<file path="src/rtl/mem_arbiter.sv">
// Two-port memory arbiter: shares one memory bus between instruction fetch and data access,
// alternating grants under contention and aborting transfers that exceed TIMEOUT wait cycles.
module mem_arbiter #(
  parameter int TIMEOUT = 255
) (
  input  logic        clk,
  input  logic        rst_n,
  input  logic        i_req,
  input  logic [31:0] i_addr,
  input  logic        d_req,
  input  logic        d_we,
  input  logic [1:0]  d_size,
  input  logic [31:0] d_addr,
  input  logic [31:0] d_wdata,
  output logic        imem_ack_n,
  output logic [31:0] i_rdata,
  output logic        i_err,
  output logic        dmem_ack_n,
  output logic [31:0] d_rdata,
  output logic        d_err,
  output logic        bus_req,
  output logic        bus_we,
  output logic [1:0]  bus_size,
  output logic [31:0] bus_addr,
  output logic [31:0] bus_wdata,
  input  logic [31:0] bus_rdata,
  input  logic        bus_ack_n
);

  localparam logic [1:0] IDLE    = 2'b00;
  localparam logic [1:0] GRANT_I = 2'b01;
  localparam logic [1:0] GRANT_D = 2'b10;

  localparam logic LAST_I = 1'b0;
  localparam logic LAST_D = 1'b1;

  localparam logic [7:0] TIMEOUT_CNT = 8'(TIMEOUT);
  localparam logic [1:0] SIZE_WORD   = 2'b10;

  logic [1:0]  r_state;
  logic        r_lastGrant;
  logic [7:0]  r_waitCnt;
  logic        r_busReq;
  logic        r_busWe;
  logic [1:0]  r_busSize;
  logic [31:0] r_busAddr;
  logic [31:0] r_busWdata;

  logic w_grantI;
  logic w_grantD;
  logic w_busDone;
  logic w_timeout;
  logic w_finish;
  logic w_pickD;

  assign w_grantI  = (r_state == GRANT_I);
  assign w_grantD  = (r_state == GRANT_D);
  assign w_busDone = ~bus_ack_n;
  assign w_timeout = (r_waitCnt == TIMEOUT_CNT) & bus_ack_n;
  assign w_finish  = w_busDone | w_timeout;
  // On a tie the data side wins only if fetch was served last.
  assign w_pickD   = d_req & (~i_req | (r_lastGrant == LAST_I));

  always_ff @(posedge clk or negedge rst_n) begin
    if (!rst_n) begin
      r_state     <= IDLE;
      r_lastGrant <= LAST_I;
      r_waitCnt   <= 8'd0;
      r_busReq    <= 1'b0;
      r_busWe     <= 1'b0;
      r_busSize   <= 2'b00;
      r_busAddr   <= 32'd0;
      r_busWdata  <= 32'd0;
    end else begin
      case (r_state)
        IDLE: begin
          if (w_pickD) begin
            r_state    <= GRANT_D;
            r_busReq   <= 1'b1;
            r_busWe    <= d_we;
            r_busSize  <= d_size;
            r_busAddr  <= d_addr;
            r_busWdata <= d_wdata;
            r_waitCnt  <= 8'd0;
          end else if (i_req) begin
            r_state    <= GRANT_I;
            r_busReq   <= 1'b1;
            r_busWe    <= 1'b0;
            r_busSize  <= SIZE_WORD;
            r_busAddr  <= i_addr;
            r_busWdata <= 32'd0;
            r_waitCnt  <= 8'd0;
          end
        end
        GRANT_I, GRANT_D: begin
          if (w_finish) begin
            r_state     <= IDLE;
            r_busReq    <= 1'b0;
            r_lastGrant <= w_grantD ? LAST_D : LAST_I;
          end else if (r_waitCnt != TIMEOUT_CNT) begin
            r_waitCnt <= r_waitCnt + 8'd1;
          end
        end
        default: begin
          r_state  <= IDLE;
          r_busReq <= 1'b0;
        end
      endcase
    end
  end

  assign bus_req   = r_busReq;
  assign bus_we    = r_busWe;
  assign bus_size  = r_busSize;
  assign bus_addr  = r_busAddr;
  assign bus_wdata = r_busWdata;

  // An idle requester always sees ack so its pipeline never stalls.
  assign imem_ack_n = ~(~i_req | (w_grantI & w_finish));
  assign dmem_ack_n = ~(~d_req | (w_grantD & w_finish));

  assign i_rdata = (w_grantI & w_busDone) ? bus_rdata : 32'd0;
  assign d_rdata = (w_grantD & w_busDone) ? bus_rdata : 32'd0;

  assign i_err = w_grantI & w_timeout;
  assign d_err = w_grantD & w_timeout;

endmodule

</file>
<file path="config.mk">
export PLATFORM = sky130hd
export DESIGN_NAME = mem_arbiter
export DESIGN_NICKNAME = d
export VERILOG_FILES = /design/src/rtl/mem_arbiter.sv
export SDC_FILE = /design/constraint.sdc
export NUM_CORES = 1
export LEC_CHECK = 0
export ABC_CLOCK_PERIOD_IN_PS = 1800
export CAP_MARGIN = 20
export CORE_ASPECT_RATIO = 2
export CORE_MARGIN = 2
export CORE_UTILIZATION = 33
export DETAILED_ROUTE_END_ITERATION = 16
export GPL_TIMING_DRIVEN = 0
export PLACE_DENSITY = 0.89
export SKIP_LAST_GASP = 1
export SLEW_MARGIN = 10
export SYNTH_ARGS = -nofsm -noshare
export SYNTH_HDL_FRONTEND = slang
export SYNTH_SLANG_ARGS = --single-unit
export TNS_END_PERCENT = 1
</file>
<file path="constraint.sdc">
create_clock -name clk -period 1.8 [get_ports clk]
set_clock_uncertainty 0.05 [all_clocks]
set_input_delay 0.36 -clock clk [delete_from_list [all_inputs] [get_ports clk]]
set_output_delay 0.36 -clock clk [all_outputs]
set_load 0.1 [all_outputs]
</file>
==> results.md <==
Run status:
- The run finished, with violations left.
- The final reports fail on negative setup slack.

Synth:
- Yosys attributes the largest share of cell area to dfrtp_1 49%, and2_1 10%, mux2i_1 8.2%.
- The number of synthesized register bits is 79.
- The synthesized design spends more area on one cell type than any other, namely dfrtp_1.
- In this run the cell area of the synthesized design comes to 4016 sq um.
- The most used flip-flop cell after synthesis is dfrtp_1.
- In this run, synthesis inferred 0 flip-flops with an integrated enable.
- The number of warnings reported in the yosys synthesis log is 0.
- Of the post-synthesis cell area, the dominant cell type holds 49.22%.
- The total nets after synthesis is 517.
- For this run, asynchronously set or reset flops after synthesis account for 100.0%.
- The netlist uses 44 different library cells.
- Sequential cells were found to cover 49.22% of the synthesized design area.
- Synthesis produced a netlist whose cell count is 377.
- In this run the mean area of a mapped cell was 10.65 sq um.

Detailed routing:
- The detailed-route vias per instance is 5.123.
- The total wire length after detailed routing is roughly 16000 microns.
- The detailed-route wire length per cell is between 15 and 20 microns.
- In this run, the number of DRC markers left after iteration 0 of detailed routing was 193.
- The count of nets left with antenna violations once routing finished came out at 0.
- For this run, design rule violations remaining after detail routing come to 0.
- The first detailed-routing pass ran for 4 iterations.
- The detailed router placed 4191 vias in this run.

Critical path:
- The reg2reg setup slack is -140 ps.
- The setup path with the least slack is of type flop to output port.
- In this run the critical register-to-register path is launched from r_state[1]$_DFFE_PN0P_.
- The element type at the critical path end is an output port.
- The worst setup path is launched from a flop.
- Of all nets on the critical path, the largest fanout is 10.
- The data required time of the critical path is 1390 ps.
- In this run the worst setup path terminates at i_rdata[12].
- The destination of the worst register-to-register timing path is r_waitCnt[7]$_DFFE_PN0P_.
- In this run the worst setup path begins at r_state[1]$_DFFE_PN0P_.
- The number of cells on the worst reg-to-reg path is 5.
- Data on the critical path arrives at its endpoint at 1810 ps.

Global routing:
- The first global-routing pass estimated 23130 microns of wire.
- After global routing the overflow that remains totals 0.
- The number of global-route vias before repair came to ~4500.
- Entering global routing, the biggest net connects 57 pins.
- The total routing resource utilization after global routing is 23.45%.
- The number of antenna violations at the first check in global routing is 1.

Clock tree:
- The clock input transition at the sequential cells of the worst setup and hold paths is around 60 ps.
- TritonCTS built the clock tree.
- The H-tree generated during clock tree synthesis spans 3 levels.
- The tree is rooted in a clkbuf_16.
- Counting along the longest clock path gives a buffer depth of 2.
- The clock net sink count is 79.
- The clock buffer count from CTS is 9.
- The later pin in the worst-skew pair is clocked with a latency of 330 ps.

STA:
- Of the available clock period, the critical path in the final layout requires 123.1%.
- For this run, the top clock speed supported by timing is 451.3 MHz.
- For the pin with the worst max-slew slack, the measured transition is 1020 ps.
- The worst path in the final design needs a cycle of 2216 ps, including I/O delays and setup.
- The number of failing setup endpoints in the final timing report is between 150 and 200.
- The final count of pins violating max slew is 0.
- Setup repair after global routing could not meet its margin everywhere.
- The worst-case setup margin in the final layout is -415.6 ps.
- The total negative slack is -38100 ps.
- The number of hold violations in the final report was 0.
- The worst pin sits at a relative slew slack of 32.25%.
- The tightest hold margin is 425.2 ps.

Layout:
- The post-route netlist has 29.66% of its cells at a drive strength greater than 1.
- The number of antenna repair diodes is 0.
- The count of fill cells added during filler insertion is 899.
- After the last flow step, the layout net total stands at 807.
- Once layout is complete, the utilization of the core stands at roughly two thirds.
- The final instance area is ~7800 sq um.
- The area growth from synthesis to layout is 95.14%.

Floorplan:
- In this run the standard cell core region covers 11980 sq um.
- The floorplan step defined a die boundary enclosing around 13000 sq um.
- The I/O pin total is 272.
- In this run the vertical extent of the chip is 160.0 microns.
- The count of standard-cell rows is 57.
- In this run the horizontal extent of the chip is 82.01 microns.
- The starting density of the core is 33.52%.

Power and ir drop:
- Power spread over the standard cell area amounts to 1967 nW/um^2.
- In this run, the clock network consumes 12.7% of the power.
- The analysis attributes to net switching a power of 0.009298 W.
- Summed over all cells, the static leakage comes to approximately 3.7 nW.
- In this run switching power makes up 60.31% of total power.
- IR analysis of the VDD net gives a maximum drop of 1.622 mV.
- The sequential share of power is between 10% and 20%.
- The internal portion of the total power is 0.006119 W.
- The combinational share of power is between 60% and 70%.

Place:
- In this run the cell area measured after placement is 7042 sq um.
- The congestion estimate from routability-driven global placement came to just under 0.9.
- The wire-length estimate of the detail-placed layout is 11890 microns.
- The count of input and output buffers is 271.

Hold path:
- The number of cells traversed by the worst hold path is 2.
- The class of the tightest hold or removal check is flop to flop.

Flow run:
- The count of max-cap constraint violations is 0.
-- power groups by stage --
stage	registers [W]	clock network [W]	logic, W
final	0.00294	0.00196	0.0105
after global routing	0.00303	0.00206	0.0109
after CTS	0.00294	0.00199	0.0105
after detailed placement	0.00295	0	0.0106
after global placement	0.00296	0	0.0105
after floorplan	0.00780	0	0.00298
-- per-layer routing --
metal	vias up	part of all wire [%]	GRT usage [%]
li1	1907	-	-
met1	1988	34	23.51
met2	275	52	43.16
met3	19	12	8.983
met4	2	2.0	6.591
met5	-	0.13	0
-- worst max-delay path: stages, from the launching register on --
cell	delay [ps]
dfrtp_1	430
inv_2	110
ha_4	160
nor2b_4	190
clkbuf_8	190
and2_2	170
buf_6	220
-- cell type report --
cell class / instances / area (sq um) / area share [%]
Timing Repair Buffer: 279 / 3109 / 39.67
Tap cell: 147 / 183.9 / 2.347
Multi-Input combinational cell: 266 / 2007 / 25.61
Clock buffer: 9 / 225.2 / 2.874
Sequential cell: 79 / 1978 / 25.24
Buffer: 27 / 222.7 / 2.842
Inverter: 5 / 18.77 / 0.2395
Clock inverter: 6 / 92.59 / 1.181
-- how the worst min path moves through the flow --
stage | slack, ps | startpoint | to
floorplan | 10 | rst_n | bus_addr[0]$_DFFE_PN0P_
detailed placement | 240 | rst_n | bus_wdata[3]$_DFFE_PN0P_
finish | 430 | bus_addr[21]$_DFFE_PN0P_ | bus_addr[21]$_DFFE_PN0P_
global route | 450 | bus_addr[13]$_DFFE_PN0P_ | bus_addr[13]$_DFFE_PN0P_
CTS | 430 | rst_n | bus_wdata[3]$_DFFE_PN0P_
global placement | 410 | bus_addr[18]$_DFFE_PN0P_ | bus_addr[18]$_DFFE_PN0P_
-- cells in the final DEF (no fill, tap or decap), types with 5 or more instances in the layout --
master / n
o21ai_0: 34
buf_12: 28
buf_8: 25
and2_2: 61
buf_2: 5
clkdlybuf4s50_1: 134
clkbuf_1: 7
mux2i_1: 33
buf_4: 14
clkbuf_16: 9
dlygate4sd2_1: 68
nand2_1: 39
buf_6: 18
a22o_1: 36
dfrtp_1: 78
-- through the flow --
step	setup slack [ps]	std cells	total power, W
finish	-415.6	818	0.01542
global route	-479.0	818	0.01596
CTS	-378.7	816	0.01538
detailed placement	-1685	796	0.01353
global placement	-2408	795	0.01341
floorplan	-273.1	377	0.01078
-- state kept, by name (all words and copies together) (netlist names) --
name,count
r_waitCnt,8
bus_wdata,32
bus_addr,32
r_lastGrant,1
bus_req,1
bus_size,2
r_state,2
bus_we,1
-- kinds of logic after synthesis --
logic type	synth area share, %
AO/OA/AOI/OAI	17.76
buffers and inverters	4.829
adder cells (fa/ha/maj)	1.246
AND/OR/NAND/NOR	18.44
flip-flops	49.22
multiplexers	8.505
-- timing repair --
item | in CTS | in global routing
gates resized for setup | 629 | 24
pin swaps | 1 | 1
hold buffers | 1 | 0
buffers inserted | 4 | 2
endpoints found under the setup margin | 161 | 204
endpoints found under the hold margin | 23 | 0
cloned | 0 | 0
-- Yosys cell counts, types with 3 or more instances --
cell type and count:
nor3_1 4, nor2_1 3, ha_1 4, a22o_1 36, clkbuf_1 13, buf_2 5
and2_1 65, nand4_1 3, and3_1 3, nand2_1 39, o21ai_0 34, nand3_1 4
a21oi_1 4, mux2i_1 33, o211ai_1 3, inv_1 5, buf_6 9, dfrtp_1 79
Power figures use the tool's default switching activity.
